$ cat config.mk
export PLATFORM = sky130hd
export DESIGN_NAME = hilo_muldiv_ctrl
export DESIGN_NICKNAME = d
export VERILOG_FILES = /design/src/rtl/muldiv_pkg.sv /design/src/rtl/hilo_muldiv_ctrl.sv
export SDC_FILE = /design/constraint.sdc
export NUM_CORES = 1
export LEC_CHECK = 0
export CORE_ASPECT_RATIO = 0.5
export CORE_MARGIN = 1.5
export CORE_UTILIZATION = 45
export DETAILED_ROUTE_END_ITERATION = 12
export PLACE_DENSITY_LB_ADDON = 0.05
export REMOVE_ABC_BUFFERS = 1
export SLEW_MARGIN = 20
export SYNTH_ARGS = -nofsm -noshare
export SYNTH_HDL_FRONTEND = slang
export SYNTH_SLANG_ARGS = --single-unit
$ cat constraint.sdc
create_clock -name clk -period 4.7 [get_ports clk]
set_input_delay 0.94 -clock clk [delete_from_list [all_inputs] [get_ports clk]]
set_output_delay 0.94 -clock clk [all_outputs]
set_load 0.01 [all_outputs]
$ cat src/rtl/muldiv_pkg.sv
// Shared definitions for the HI/LO multiply/divide controller:
// operation encodings and the controller state enumeration.
package muldiv_pkg;

  localparam logic [1:0] OP_MULT  = 2'b00;
  localparam logic [1:0] OP_MULTU = 2'b01;
  localparam logic [1:0] OP_DIV   = 2'b10;
  localparam logic [1:0] OP_DIVU  = 2'b11;

  typedef enum logic [1:0] {
    IDLE,
    MUL,
    DIV,
    FIX
  } state_t;

endpackage

$ cat src/rtl/hilo_muldiv_ctrl.sv
// Iterative MIPS-style multiply/divide unit with HI/LO registers,
// mthi/mtlo writes, mfhi/mflo reads and a pipeline stall output.
module hilo_muldiv_ctrl
  import muldiv_pkg::*;
#(
  parameter int WIDTH = 32
) (
  input  logic             clk,
  input  logic             rst,
  input  logic             start,
  input  logic [1:0]       op,
  input  logic [WIDTH-1:0] in1,
  input  logic [WIDTH-1:0] in2,
  input  logic             wr_en,
  input  logic             wr_sel,
  input  logic [WIDTH-1:0] wr_data,
  input  logic             rd_en,
  input  logic             rd_sel,
  output logic [WIDTH-1:0] rd_data,
  output logic             busy,
  output logic             stall,
  output logic             done,
  output logic             div_zero
);

  localparam int CNT_W = $clog2(WIDTH) + 1;

  state_t             state, next_state;
  logic [CNT_W-1:0]   cnt;
  logic [WIDTH:0]     acc;
  logic [WIDTH-1:0]   shreg;
  logic [WIDTH-1:0]   opnd_b;
  logic [WIDTH-1:0]   hi, lo;
  logic               is_div, neg_res, neg_rem, dz;

  logic               signed_op, in1_neg, in2_neg, in2_zero, last_iter;
  logic [WIDTH-1:0]   mag1, mag2;
  logic [WIDTH:0]     mul_sum, div_shift, div_diff;
  logic [2*WIDTH-1:0] prod, prod_fix;
  logic [WIDTH-1:0]   quo_fix, rem_fix;

  // Operands are reduced to magnitudes; result signs are applied in FIX.
  always_comb begin
    signed_op = ~op[0];
    in1_neg   = signed_op & in1[WIDTH-1];
    in2_neg   = signed_op & in2[WIDTH-1];
    mag1      = in1_neg ? -in1 : in1;
    mag2      = in2_neg ? -in2 : in2;
    in2_zero  = (in2 == '0);
    last_iter = (cnt == CNT_W'(WIDTH - 1));
    mul_sum   = acc + (shreg[0] ? {1'b0, opnd_b} : '0);
    div_shift = {acc[WIDTH-1:0], shreg[WIDTH-1]};
    div_diff  = div_shift - {1'b0, opnd_b};
    prod      = {acc[WIDTH-1:0], shreg};
    prod_fix  = neg_res ? -prod : prod;
    quo_fix   = neg_res ? -shreg : shreg;
    rem_fix   = neg_rem ? -acc[WIDTH-1:0] : acc[WIDTH-1:0];
  end

  always_ff @(posedge clk) begin
    if (rst) state <= IDLE;
    else     state <= next_state;
  end

  // A zero divisor skips iteration entirely and goes straight to FIX.
  always_comb begin
    next_state = state;
    unique case (state)
      IDLE: if (start) begin
        if (op[1] && in2_zero) next_state = FIX;
        else if (op[1])        next_state = DIV;
        else                   next_state = MUL;
      end
      MUL:     if (last_iter) next_state = FIX;
      DIV:     if (last_iter) next_state = FIX;
      FIX:     next_state = IDLE;
      default: next_state = IDLE;
    endcase
  end

  always_ff @(posedge clk) begin
    if (rst) begin
      cnt      <= '0;
      acc      <= '0;
      shreg    <= '0;
      opnd_b   <= '0;
      hi       <= '0;
      lo       <= '0;
      is_div   <= 1'b0;
      neg_res  <= 1'b0;
      neg_rem  <= 1'b0;
      dz       <= 1'b0;
      done     <= 1'b0;
      div_zero <= 1'b0;
    end else begin
      done     <= 1'b0;
      div_zero <= 1'b0;
      unique case (state)
        IDLE: begin
          if (start) begin
            cnt     <= '0;
            acc     <= '0;
            shreg   <= mag1;
            opnd_b  <= mag2;
            is_div  <= op[1];
            neg_res <= in1_neg ^ in2_neg;
            neg_rem <= in1_neg;
            dz      <= op[1] & in2_zero;
          end else if (wr_en) begin
            if (wr_sel) hi <= wr_data;
            else        lo <= wr_data;
          end
        end
        MUL: begin
          acc   <= {1'b0, mul_sum[WIDTH:1]};
          shreg <= {mul_sum[0], shreg[WIDTH-1:1]};
          cnt   <= cnt + 1'b1;
        end
        DIV: begin
          // A set top bit of the trial difference means a borrow: restore.
          if (!div_diff[WIDTH]) begin
            acc   <= div_diff;
            shreg <= {shreg[WIDTH-2:0], 1'b1};
          end else begin
            acc   <= div_shift;
            shreg <= {shreg[WIDTH-2:0], 1'b0};
          end
          cnt <= cnt + 1'b1;
        end
        FIX: begin
          done     <= 1'b1;
          div_zero <= dz;
          if (!dz) begin
            if (is_div) begin
              lo <= quo_fix;
              hi <= rem_fix;
            end else begin
              {hi, lo} <= prod_fix;
            end
          end
        end
        default: ;
      endcase
    end
  end

  assign busy    = (state != IDLE);
  assign stall   = rd_en & busy;
  assign rd_data = rd_sel ? hi : lo;

endmodule
==> run summary <==
Met1 usage: 43.0%
Synth cell count leaders: nor2_1, a21oi_1, dfxtp_1
Worst min path class: register to register
CP Cell Sequence: inv_1, ha_1, inv_1, fa_1, a211oi_1, o21ai_0, o211ai_1, a21oi_1, nor2_1, o21ai_0, o21a_1, o21ai_0, nand2b_1, ha_2, inv_1, nor2_1, o21ai_0, a311oi_1
Finished Layout Cells: 2,443
Library cells used by synthesis: 75
PD cells: 498 nW/um2
Final Max Slew Viols: 0
Status: completed
Pint: 4.47 mW
Setup CP Type: register to register
# diodes: 0
P_leak: 6.60 nW
Post-synthesis compound-gate area fraction: 30.5%
Mux contribution to synthesized area: 3.97%
Gate power share: 53.7%
Clock tree sinks: 175
Top post-synthesis cells by area: dfxtp_1, a21oi_1, ha_1
Worst-case clock skew: 0.0132 ns
Data required, critical path: 5.06 ns
H-tree lvl count: 4
Final #Nets: 2,180
Filler cells: 3,155
Initial core utilization: 45.6%
First-pass GRT wire length: 76,200 um
Synthesized instance count: 1,923
Worst Tran Pin Value: 1.19 ns
DRT antenna net count: 0
Hold Violations, Final: 0
CP dominant cell by count: o21ai_0
Post-CTS Setup Repair Bufs: 0
Top Ports: 141
Mapped Area: 14,400 um2
WL/cell: 20.2 um
GRT met3 Usage: 5.32%
Yosys reg bits: 175
Via-per-instance ratio: 6.04
Final WS setup: 0.327 ns
TritonCTS clock tree: yes
Post-Synth Adder-Cell Area: 6.80%
Switching share of power: 46.8%
CTS buffer count: 17
CTS root buf: clkbuf_16
# resized after CTS: 0
Synth Flop Type: dfxtp_1
Layout cell share with drive strength beyond 1: 7.71%
Final HPWL DP: 36,200 um
Final Setup Violations: 0
Post-synthesis sequential area ratio: 24.3%
GP Congestion: 0.942
Die Y: 129 um
Xor/xnor share of the synthesized area: 9.92%
Worst VDD drop: 0.442 mV
Inst Count DP: 2,411
Critical path startpoint category: register
Hold_buf cts: 0
Quantity of I/O buffers inserted on ports: 140
Std cell rows: 46
Clock slew at reported path FFs: 0.07 ns
Slew HR: 20.4%
Initial DRT Pass Iterations: 6
Core box area: 31,500 um2
Pwr Total: 8.41 mW
Largest family of logic cells by synthesized area: compound AO/OA/AOI/OAI gates
Yosys top cell area share: 24.3%
Worst path top cell family by delay: compound AO/OA/AOI/OAI gates
Buffers & Inverters on Critical Path: 3
CP max-delay cell: ha_2
DRC: 0
RSZ-0062 raised after global routing: false
Tcrit/Tclk final: 93.0%
Die area: 33,100 um2
Minimum clock period after layout: 4.37 ns
Final WL: 49,300 um
Async set or reset register ratio after synthesis: 0%
Area leader, netlist: dfxtp_1
Max-cap violation count: 0
CTS max path bufs: 2
Vias in the first global route: 13,408
Initial antenna violation count: 0
Overall routing resource usage: 29.3%
Syn Area/Cell: 7.48 um2
Met2 usage: 43.9%
Worst-path maximum fanout: 13
Yosys warning count: 0
Most used routing layer: met2
Fmax: 0.229 GHz
Synthesis-to-layout area growth: 17.3%
Top-count cell post-synth: nor2_1
Reg power frac: 27.9%
Pre-CTS setup slack: 0.278 ns
Total net switching power: 3.94 mW
Slowest stage delay, CP: 0.53 ns
Die Width: 256 um
Synth Area in Simple Gates: 18.9%
Gr ovfl total: 0
Largest net degree at the start of global routing: 143
DRT iter0 DRCs: 1,380
CP arrival: 4.73 ns
Crit path capture type: register
Clk Latency, worst-skew pair: 0.46 ns
EDFF count, synth: 0
Clock Power Share: 18.4%
Total negative slack: 0 ns
DR vias: 14,763
## metal layers
layer  wire length (um)  vias up
met5                  0        -
met4                999        0
met3               3970       58
met2              20400      534
met1              24000     6983
li1                   -     7188
## state kept, by name, summed over array words and instances (netlist names), 2 cells and up
register,flops
opnd_b,32
acc,33
state,2
hi,32
lo,32
cnt,6
shreg,32
## worst paths after layout
path                           from              endpoint  slack (ns)  cells after the start
max          shreg[31]$_SDFFE_PP0P_  acc[30]$_SDFFE_PP0P_        0.33                     18
min              hi[6]$_SDFFE_PP0P_    hi[6]$_SDFFE_PP0P_        0.45                      1
max reg2reg  shreg[31]$_SDFFE_PP0P_  acc[30]$_SDFFE_PP0P_        0.33                     18
min reg2reg      hi[6]$_SDFFE_PP0P_    hi[6]$_SDFFE_PP0P_        0.45                      1
## kinds of logic (layout without fill, tap and decap cells)
| kind of cell | Yosys count | in the layout |
|---|---|---|
| flip-flops | 175 | 175 |
| AND/OR/NAND/NOR | 580 | 580 |
| adder cells (fa/ha/maj) | 77 | 77 |
| buffers and inverters | 209 | 297 |
| XOR/XNOR | 163 | 163 |
| multiplexers | 52 | 52 |
| AO/OA/AOI/OAI | 667 | 667 |
## final cells by class
cell class	instances	area [um2]	share of cell area, %
Multi-Input combinational cell	1539	10100	59.9
Sequential cell	175	3500	20.7
Timing Repair Buffer	196	1840	10.9
Tap cell	432	541	3.20
Clock buffer	19	443	2.62
Inverter	69	259	1.53
Clock inverter	13	174	1.03
## cells in the final DEF (no fill, tap or decap), types with 55 or more instances in the layout
master,Yosys,final
xor2_1,87,87
nor2_1,228,228
ha_1,75,71
inv_1,69,69
clkdlybuf4s50_1,0,139
xnor2_1,76,76
nand2_1,144,143
a211oi_1,68,68
buf_4,0,55
a21oi_1,212,211
o21ai_0,127,127
dfxtp_1,175,175
## stage by stage
stage	hold slack [ns]	cell area (um2)	util, %
finish	0.449	16900	53.5
floorplan	0.420	13800	-
CTS	0.451	16900	53.5
global placement	0.429	16300	51.6
detailed placement	0.433	16300	51.6
global route	0.468	16900	53.5
## power groups by stage
stage	registers (mW)	clock network (mW)	logic [mW]
floorplan	2.22	0	2.91
global placement	2.35	0	4.44
detailed placement	2.36	0	4.43
CTS	2.33	1.57	4.46
global route	2.40	1.62	4.92
finish	2.34	1.55	4.52
Power figures use the tool's default switching activity.
